===== config.mk =====
export PLATFORM = sky130hd
export DESIGN_NAME = mdu_sched
export DESIGN_NICKNAME = d
export VERILOG_FILES = /design/src/rtl/mdu_sched.sv
export SDC_FILE = /design/constraint.sdc
export NUM_CORES = 1
export LEC_CHECK = 0
export CAP_MARGIN = 5
export CORE_MARGIN = 2
export CORE_UTILIZATION = 30
export DETAILED_ROUTE_END_ITERATION = 10
export MAX_ROUTING_LAYER = met4
export PLACE_DENSITY = 0.56
export SLEW_MARGIN = 20
export SYNTH_ARGS = -nofsm -noshare
export SYNTH_HDL_FRONTEND = slang
export SYNTH_SLANG_ARGS = --single-unit
export TNS_END_PERCENT = 50

===== constraint.sdc =====
create_clock -name clk -period 1.6 [get_ports clk]
set_input_delay 0.32 -clock clk [delete_from_list [all_inputs] [get_ports clk]]
set_output_delay 0.32 -clock clk [all_outputs]
set_load 0.05 [all_outputs]

===== src/rtl/mdu_sched.sv =====
// Sequencing controller for the shared multiply/divide unit: times mult/div ops,
// raises the D-stage stall and gates MDU starts and HI/LO moves against exceptions.
module mdu_sched #(
  parameter int MULT_CYCLES = 5,
  parameter int DIV_CYCLES  = 10,
  parameter int CW          = 4
) (
  input  logic       clk,
  input  logic       reset,
  input  logic       req,
  input  logic [3:0] E_mdu_op,
  input  logic       D_mdu_use,
  output logic       mdu_start,
  output logic [1:0] mdu_op_q,
  output logic       busy,
  output logic       done,
  output logic       hi_we,
  output logic       lo_we,
  output logic       stall,
  output logic       E_clr
);

  typedef enum logic [1:0] {
    S_IDLE = 2'd0,
    S_RUN  = 2'd1,
    S_DONE = 2'd2
  } state_t;

  localparam logic [CW-1:0] MULT_LD = CW'(MULT_CYCLES);
  localparam logic [CW-1:0] DIV_LD  = CW'(DIV_CYCLES);
  localparam logic [CW-1:0] CNT_ONE = CW'(1);

  state_t        state, state_d;
  logic [CW-1:0] cnt, cnt_d;
  logic [1:0]    op_d, op_code;
  logic          is_md, is_mult, not_run, accept;

  assign is_md   = (E_mdu_op >= 4'd1) && (E_mdu_op <= 4'd4);
  assign is_mult = (E_mdu_op == 4'd1) || (E_mdu_op == 4'd2);
  assign not_run = (state != S_RUN);
  // An E-stage op arriving during RUN is illegal and silently ignored.
  assign accept  = is_md && !req && not_run;

  always_comb begin
    op_code = 2'd3;
    case (E_mdu_op)
      4'd1:    op_code = 2'd0;
      4'd2:    op_code = 2'd1;
      4'd3:    op_code = 2'd2;
      default: op_code = 2'd3;
    endcase
  end

  always_comb begin
    state_d = state;
    cnt_d   = cnt;
    op_d    = mdu_op_q;
    case (state)
      S_IDLE, S_DONE: begin
        if (accept) begin
          state_d = S_RUN;
          cnt_d   = is_mult ? MULT_LD : DIV_LD;
          op_d    = op_code;
        end else begin
          state_d = S_IDLE;
          cnt_d   = '0;
        end
      end
      S_RUN: begin
        cnt_d = cnt - CNT_ONE;
        if (cnt == CNT_ONE) state_d = S_DONE;
      end
      default: begin
        state_d = S_IDLE;
        cnt_d   = '0;
      end
    endcase
  end

  always_ff @(posedge clk or negedge reset) begin
    if (!reset) begin
      state    <= S_IDLE;
      cnt      <= '0;
      mdu_op_q <= '0;
    end else begin
      state    <= state_d;
      cnt      <= cnt_d;
      mdu_op_q <= op_d;
    end
  end

  assign busy      = (state == S_RUN);
  assign done      = (state == S_DONE);
  assign mdu_start = accept;
  assign hi_we     = (E_mdu_op == 4'd7) && !req && not_run;
  assign lo_we     = (E_mdu_op == 4'd8) && !req && not_run;
  assign stall     = D_mdu_use && (busy || mdu_start);
  assign E_clr     = stall;

endmodule

==> qor.yml <==
reg2reg_from: "state[0]"
dieArea_um2: 1910
cp_top_family: "flip-flops"
grtUsageTotal_pct: 15.5
grt.overflow.total: 0
relSlewSlack_pct: 75.9
synth_area_um2: 473
postSynthCellCount: 51
cpMaxStageDelayCell: "dfrtp_1"
hp-class: "in2async"
yosys_warnings: 0
rsz0062_at_grt: "true"
clockRootBuffer: "clkbuf_4"
maxSlewViolCount: 0
endpoint_kind: "primary output"
r2r_slack_ns: 0.29
viasPerCell: 4.83
timing.final.hold_violations: 0
clock.fmax_ghz: 0.608
cts_max_path_buffers: 2
final_core_util_pct: 56.2
fin_cells: 98
crit_path_start: "state[0]"
placementRows: 14
wire_per_inst_um: 11.5
final.min_clock_period_ns: 1.64
layout_common_cells: "buf_4 (16), dfrtp_1 (8), o21ai_0 (6), buf_12 (6)"
leakagePower_nw: 0.393
status: "complete, but fails checks"
final_nets: 94
grt_pass1_vias: 488
clk_pin_slew_ns: 0.05
syn_area_per_cell_um2: 9.27
worstSkewPairLatency_ns: 0.25
ff2ff_path_depth: 4
worstPathRequired_ns: 1.28
grt_pass1_wl_mm: 2.06
power_density_nw_per_um2: 1570
skew_ns: 0.00185
synth_cell_type_count: 23
cts_tree: "done"
crit_cells: 4
layout-drive-gt1-share_pct: 45.1
dp_cells: 90
violations: "negative setup slack"
critPathLaunchType: "flip-flop"
grt_max_degree: 9
endpoint: "lo_we"
cp.arrival_ns: 1.32
chipWidth_um: 43.7
dpl.hpwl_um: 885
io_pins: 17
drtAntennaViolNets: 0
finalWorstSetupSlack_ns: -0.0441
synth-seq-area-share_pct: 42.3
drc: 0
peakVddDrop_v: 0.000791
wl_mm: 1.13
cts_buffers: 3
crit_type: "reg2out"
start_util_pct: 31.8
regToRegEndpoint: "mdu_op_q[1]"
syn_nets: 61
dp_slack_ns: -0.352
first_iter_violations: 4
dr.pass1.iters: 3
cp_max_fo: 4
tightest_slew_ns: 0.361
cts_max_level: 1
tns_ns: -0.119
fin_crit_sh_pct: 103
final_common_cell: "buf_4"
timing.critical_path.buf_inv: 2
antennaDiodeCount: 0
io_buffers: 16
power.total_mw: 1.32
path_cells: "nand2b_4, clkinvlp_4, nor4b_4, buf_12"
dr_total_vias: 473
place.gp.congestion: 0.735
area_growth_pct: 77.0
ys_seq_elements: 8
drv_cap: 0
antenna_found_initial: 0
coreArea_um2: 1490
setup_viol: 3
die_h_um: 43.7
cp_slowest_stage_delay_ns: 0.40
cts.sinks: 8
-- worst min-delay path by stage --
| stage | slack [ns] | endpoint | cells after the start |
|---|---|---|---|
| floorplan | 0.02 | cnt[0] | 0 |
| global placement | 0.48 | cnt[0] | 1 |
| detailed placement | 0.49 | cnt[0] | 1 |
| CTS | 0.36 | cnt[1] | 1 |
| global route | 0.36 | state[1] | 1 |
| finish | 0.35 | state[1] | 1 |
-- state kept, by name (all words and copies together), names as in the netlist --
register,flops
state,2
mdu_op_q,2
cnt,4
-- final cells by class --
cell class	count	area, um2
Inverter	5	22.5
Clock buffer	3	22.5
Sequential cell	8	200
Tap cell	16	20.0
Multi-Input combinational cell	37	279
Timing Repair Buffer	29	293
Fill cell	130	652
-- synth_stat cells --
master	instances	area share, %
or3_4	1	2.4
inv_1	5	4.0
nand3b_1	1	1.6
dfrtp_1	8	42
nand2_1	5	4.0
xor2_1	1	1.9
ha_1	2	5.3
a22oi_1	1	1.6
nor3_2	1	2.1
a21boi_0	1	1.6
nor2_1	4	3.2
nor3_1	1	1.1
nor4b_2	1	3.2
buf_4	1	1.6
and2_1	1	1.3
nand3_1	2	2.1
xnor2_1	2	3.7
nand2b_1	1	1.3
o21ai_0	7	7.4
nor2b_1	1	1.3
and3b_2	1	2.1
a32oi_1	1	1.9
nor3b_1	2	3.2
-- cells by family after synthesis --
family	Yosys count	share of synthesized area, %
XOR/XNOR	3	5.56
adder cells (fa/ha/maj)	2	5.29
buffers and inverters	6	5.56
AND/OR/NAND/NOR	22	28.8
flip-flops	8	42.3
AO/OA/AOI/OAI	10	12.4
-- per-stage QoR --
| stage | hold WS, ns | instance area, um2 |
|---|---|---|
| final | 0.349 | 837 |
| after global routing | 0.365 | 837 |
| after CTS | 0.358 | 848 |
| after detailed placement | 0.488 | 782 |
| after global placement | 0.482 | 782 |
| after floorplan | 0.0244 | 497 |
-- routing by layer --
layer | share of wire, % | global-route usage (%) | vias up
met5 | 0 | - | -
li1 | - | - | 237
met2 | 49 | 22.6 | 12
met3 | 4.7 | 5.00 | 2
met1 | 45 | 19.2 | 222
met4 | 1.2 | 7.27 | 0
-- power breakdown --
group | total, mW | switching (mW) | internal, mW
combinational | 0.836 | 0.443 | 0.393
clock | 0.148 | 0.0626 | 0.0854
sequential | 0.332 | 0.0528 | 0.279
-- timing repair --
item,in CTS,in global routing
hold buffers,0,0
pin swaps,6,2
endpoints found under the setup margin,5,5
gates resized for setup,14,2
buffers inserted,5,0
cloned,0,0
(Power assumes the default switching activity.)
